File: src/rtl/seg7_scan_driver_if.sv
// seg7_scan_driver_if: bus-side write strobe, digit data and frame status for the scan driver
interface seg7_scan_driver_if;
  logic        load;
  logic [15:0] value;
  logic [3:0]  dp;
  logic        lz_blank;
  logic        frame_done;
  modport master (output load, value, dp, lz_blank, input frame_done);
  modport slave  (input load, value, dp, lz_blank, output frame_done);
endinterface

File: src/rtl/seg7_scan_driver.sv
// seg7_scan_driver: 4-digit multiplexed seven-segment driver with frame-aligned commit
module seg7_scan_driver #(
  parameter int CLK_DIV = 100000
) (
  input  logic                clk,
  input  logic                reset,
  seg7_scan_driver_if.slave   bus,
  output logic [3:0]          an,
  output logic [6:0]          leds,
  output logic                dp_n
);
  localparam int PW = $clog2(CLK_DIV);
  localparam logic [PW-1:0] LAST = PW'(CLK_DIV - 1);
  localparam logic [6:0] HEX7 [16] = '{
    7'h40, 7'h79, 7'h24, 7'h30, 7'h19, 7'h12, 7'h02, 7'h78,
    7'h00, 7'h10, 7'h08, 7'h03, 7'h46, 7'h21, 7'h06, 7'h0E
  };
  logic [PW-1:0] presc;
  logic [1:0]    idx;
  logic [15:0]   shadow_val, disp_val;
  logic [3:0]    shadow_dp, disp_dp;
  logic          pend, tick, boundary, blank;
  logic [3:0]    nib;
  assign tick     = presc == LAST;
  assign boundary = tick && idx == 2'd3;
  always_ff @(posedge clk or negedge reset)
    if (!reset) begin
      presc          <= '0;
      idx            <= '0;
      bus.frame_done <= 1'b0;
    end else begin
      presc          <= tick ? '0 : presc + PW'(1);
      idx            <= idx + 2'(tick);
      bus.frame_done <= boundary;
    end
  // A load coinciding with the boundary goes straight to the display, skipping the shadow
  always_ff @(posedge clk or negedge reset)
    if (!reset) begin
      shadow_val <= '0;
      shadow_dp  <= '0;
      disp_val   <= '0;
      disp_dp    <= '0;
      pend       <= 1'b0;
    end else begin
      if (bus.load) begin
        shadow_val <= bus.value;
        shadow_dp  <= bus.dp;
      end
      if (boundary && bus.load) begin
        disp_val <= bus.value;
        disp_dp  <= bus.dp;
        pend     <= 1'b0;
      end else if (boundary && pend) begin
        disp_val <= shadow_val;
        disp_dp  <= shadow_dp;
        pend     <= 1'b0;
      end else if (bus.load) begin
        pend <= 1'b1;
      end
    end
  // Digit i is a leading zero when every nibble from i upward is zero
  always_comb begin
    nib   = disp_val[{idx, 2'b00} +: 4];
    blank = bus.lz_blank && idx != 2'd0 && (disp_val >> {idx, 2'b00}) == 16'd0;
  end
  always_ff @(posedge clk or negedge reset)
    if (!reset) begin
      an   <= 4'hF;
      leds <= 7'h7F;
      dp_n <= 1'b1;
    end else begin
      an   <= blank ? 4'hF : ~(4'b0001 << idx);
      leds <= blank ? 7'h7F : HEX7[nib];
      dp_n <= blank | ~disp_dp[idx];
    end
endmodule
File: src/flat_wrapper.sv
// flat-port wrapper written by rule: the top's interface ports become plain ports
module seg7_scan_driver_flat 
#(
  parameter int CLK_DIV = 100000
)
  (clk, reset, an, leds, dp_n, bus_load, bus_value, bus_dp, bus_lz_blank, bus_frame_done);
  seg7_scan_driver_if bus_i ();
  input  logic clk;
  input  logic reset;
  output logic [3:0] an;
  output logic [6:0] leds;
  output logic dp_n;
  input wire logic [$bits(bus_i.load)-1:0] bus_load;
  input wire logic [$bits(bus_i.value)-1:0] bus_value;
  input wire logic [$bits(bus_i.dp)-1:0] bus_dp;
  input wire logic [$bits(bus_i.lz_blank)-1:0] bus_lz_blank;
  output wire logic [$bits(bus_i.frame_done)-1:0] bus_frame_done;
  assign bus_i.load = bus_load;
  assign bus_i.value = bus_value;
  assign bus_i.dp = bus_dp;
  assign bus_i.lz_blank = bus_lz_blank;
  assign bus_frame_done = bus_i.frame_done;
  seg7_scan_driver #(.CLK_DIV(CLK_DIV)) u_core (.clk(clk), .reset(reset), .bus(bus_i), .an(an), .leds(leds), .dp_n(dp_n));
endmodule
File: config.mk
export PLATFORM = sky130hd
export DESIGN_NAME = seg7_scan_driver_flat
export DESIGN_NICKNAME = d
export VERILOG_FILES = /design/src/rtl/seg7_scan_driver_if.sv /design/src/rtl/seg7_scan_driver.sv /design/src/flat_wrapper.sv
export SDC_FILE = /design/constraint.sdc
export NUM_CORES = 1
export LEC_CHECK = 0
export CAP_MARGIN = 0
export CORE_MARGIN = 5
export CORE_UTILIZATION = 50
export DETAILED_ROUTE_END_ITERATION = 12
export PLACE_DENSITY = 0.81
export SLEW_MARGIN = 25
export SYNTH_ARGS = -nofsm -noshare
export SYNTH_HDL_FRONTEND = slang
export SYNTH_SLANG_ARGS = --single-unit
File: constraint.sdc
create_clock -name clk -period 3 [get_ports clk]
set_clock_uncertainty 0.1 [all_clocks]
set_input_delay 0.45 -clock clk [delete_from_list [all_inputs] [get_ports clk]]
set_output_delay 0.45 -clock clk [all_outputs]
set_load 0.01 [all_outputs]
==> metrics.md <==
| Metric | Value |
|---|---|
| Status | `finished clean` |
| Crit path DAT | `2.68 ns` |
| Wirelength per Cell | `between 15 and 20 um` |
| Worst Path Max Fanout | `19` |
| Worst skew pair latency | `0.34 ns` |
| Hold Path Class | `in2async` |
| Worst-Margin Slew | `roughly 0.87 ns` |
| Reg2reg start | `u_core.idx[1]$_DFF_PN0_` |
| Register area share after synthesis | `0.5355` |
| IR drop worst, VDD | `0.2919 mV` |
| #FFs+latches synth | `73` |
| DRC viols | `0` |
| Reg-to-reg setup timing slack | `between 0.4 and 0.5 ns` |
| CTS sink count | `73` |
| R2R Path End | `u_core.leds[1]$_DFF_PN1_` |
| Number of synthesized flops with an enable pin | `0` |
| Number of global-route vias before repair | `around 2.3k` |
| Met3 Wirelength | `280 um` |
| Synth async-reset ratio | `1.000` |
| Yosys warnings | `0` |
| Worst EP required | `3.13 ns` |
| Setup violations, final | `0` |
| Synth unique cells | `42` |
| CTS Buf Count | `9` |
| Cells after Synth | `around 260` |
| Max Clock Freq | `392.7 MHz` |
| Metal2 WL | `around 3.2 mm` |
| Slew HR | `0.4227` |
| WS Path Type | `reg2reg` |
| Largest net degree at the start of global routing | `74` |
| Via density | `between 5 and 6` |
| Die footprint | `0.008638 mm^2` |
| Antenna-violating nets left | `0` |
| CP Launch Type | `flip-flop` |
| Final HPWL DP | `roughly 4.4 mm` |
| WL final | `between 6 and 7 mm` |
| ANT cells | `0` |
| Slowest cell delay on critical path | `0.76 ns` |
| Final Hold Fails | `0` |
| Post-synth design cell area | `0.003440 mm^2` |
| Die W | `92.94 um` |
| Layout cells sized above 1 | `0.2848` |
| Static Leakage | `0.001818 uW` |
| Final #Nets | `337` |
| Tcrit/Tclk final | `0.8489` |
| GRT Overall Usage | `0.1607` |
| Synth Flop Type | `dfrtp_1` |
| Post-CTS Hold Buffers | `0` |
| Worst Setup End Kind | `flip-flop` |
| Die Y | `92.94 um` |
| Worst-path clk slew | `0.07 ns` |
| GR Overflow Total | `0` |
| Root Driver | `clkbuf_8` |
| # rows | `30` |
| RSZ-0062 raised after global routing | `no` |
| CTS tree | `done` |
| Initial antenna violation count | `0` |
| Post-CTS Setup Bufs | `0` |
| Syn Nets | `296` |
| Core Area | `0.006756 mm^2` |
| Area grow syn2layout | `19.39%` |
| Slowest cell on crit path | `dfrtp_1` |
| Cells along the critical path | `mux4_2, inv_1, ha_1, nand3_1, nor2_1, nand3_1, o311ai_0` |
| Pwr Total | `slightly below 2000 uW` |
| Max-Cap Viols | `0` |
| Tmin final | `2.547 ns` |
| Initial Util | `0.5091` |
| Port-buffer cells | `36` |
| Slew Viols, Final | `0` |
| DR iter-0 viols | `~100` |
| Clock tree buffer depth | `2` |
| Power per cell area | `483.9 mW/mm^2` |
| Critical path's most frequent cell | `nand3_1` |
| Global-route wire length before repair | `10.76 mm` |
| # H-tree levels | `3` |
| Top routing layer in use | `met4` |
| Setup TNS | `0 ns` |
| Post_cts resized | `0` |
| Worst r2r path cells | `7` |
| Placer Congestion | `0.8350` |
| Met1 Routed Length | `2.695 mm` |
| Avg Cell Area, Syn | `approximately 13 um^2` |
| Vias after detailed routing | `approximately 2.1k` |
| Top-level I/O count | `37` |
| Drt first pass iters | `4` |
-- kinds of logic (layout without fill, tap and decap cells) --
family	after synthesis	count (layout)	share of synthesized area
buf+inv	24	69	0.03237
mux	55	55	0.2157
compound gates	21	21	0.04002
fa+ha+maj	8	8	0.02910
simple gates	67	67	0.1066
xor+xnor	16	16	0.04074
flops	73	73	0.5355
-- registers in the layout, summed over array words and instances, names as in the netlist --
| name | cells |
|---|---|
| u_core.idx | 2 |
| u_core.leds | 7 |
| u_core.disp_val | 16 |
| u_core.bus.frame_done | 1 |
| u_core.presc | 17 |
| u_core.shadow_dp | 4 |
| u_core.pend | 1 |
| u_core.disp_dp | 4 |
| u_core.dp_n | 1 |
| u_core.an | 4 |
| u_core.shadow_val | 16 |
-- cells in the final DEF (no fill, tap or decap), drive strengths merged, types with 6 or more instances in the layout --
cell type      synthesis  final
dfrtp                 61     61
mux2                  43     43
clkdlybuf4s50          0     35
nor2                  17     17
clkbuf                 6     13
nand2                 12     12
dfstp                 12     12
inv                   11     11
nand3                 10     10
xnor2                 10     10
ha                     8      8
buf                    7      8
mux2i                  7      7
xor2                   6      6
-- worst max-delay path, delay by kind of cell (launching register included) --
kind | cells | cell delay, ns
buffers and inverters | 1 | 0.16
flip-flops | 1 | 0.76
adder cells (fa/ha/maj) | 1 | 0.24
multiplexers | 1 | 0.48
AO/OA/AOI/OAI | 1 | 0.20
AND/OR/NAND/NOR | 3 | 0.49
-- routing by layer --
metal  up-vias  GRT usage
met5         -          0
met4         0    0.08791
met3        16    0.05280
met2        48     0.2639
met1      1075     0.1849
li1       1007          -
-- through the flow --
step	hold slack [ns]	worst slack (ns)	cells	area (um^2)	utilization
6_report	0.2002	0.4533	389	4106	0.6078
5_1_grt	0.2851	0.2037	389	4106	0.6078
4_1_cts	0.2340	0.4545	389	4106	0.6078
3_5_place_dp	0.3710	0.4957	374	3877	0.5739
3_3_place_gp	0.3584	0.5945	374	3877	0.5739
2_1_floorplan	0.05441	0.8541	264	3440	-
-- cell usage after synthesis, types with 3 or more instances --
cell       n  share of area
a31oi_1    3         0.0055
nand3_1   10          0.015
xor2_1     6          0.015
nor3_1     4         0.0058
mux4_2     5          0.033
mux2i_1    7          0.020
buf_2      5         0.0073
o211ai_1   3         0.0065
ha_1       8          0.029
dfrtp_1   61           0.44
nor2_1    17          0.019
inv_1     11          0.012
a21oi_1    5         0.0073
nand2_1   12          0.013
mux2_4    20          0.087
mux2_2    23          0.075
clkbuf_1   6         0.0065
o21ai_0    4         0.0058
xnor2_1   10          0.025
dfstp_2   12          0.092
-- final cells by class --
cell class	count	area, um^2
fill	525	2650
multi-input combinational	167	1486
timing repair buffer	43	407.9
tap	80	100.1
clock buffer	13	168.9
sequential	73	1842
clock inverter	2	60.06
inverter	11	41.29
-- power by group --
part	total, uW	internal, uW	switching [uW]
registers	1020	1010	6.38
clock network	874	533	341
logic	95.6	53.4	42.2
total	1990	1600	390
-- worst max path at each step --
stage	end	cells past startpoint	start	slack (ns)
final	u_core.leds[1]$_DFF_PN1_	7	u_core.idx[1]$_DFF_PN0_	0.45
after global routing	u_core.leds[4]$_DFF_PN1_	7	u_core.idx[1]$_DFF_PN0_	0.20
after CTS	u_core.leds[1]$_DFF_PN1_	7	u_core.idx[1]$_DFF_PN0_	0.45
after detailed placement	u_core.leds[1]$_DFF_PN1_	7	u_core.idx[1]$_DFF_PN0_	0.50
after global placement	u_core.leds[1]$_DFF_PN1_	7	u_core.idx[1]$_DFF_PN0_	0.59
after floorplan	u_core.leds[2]$_DFF_PN1_	9	u_core.idx[0]$_DFF_PN0_	0.85
Power figures use the tool's default switching activity.
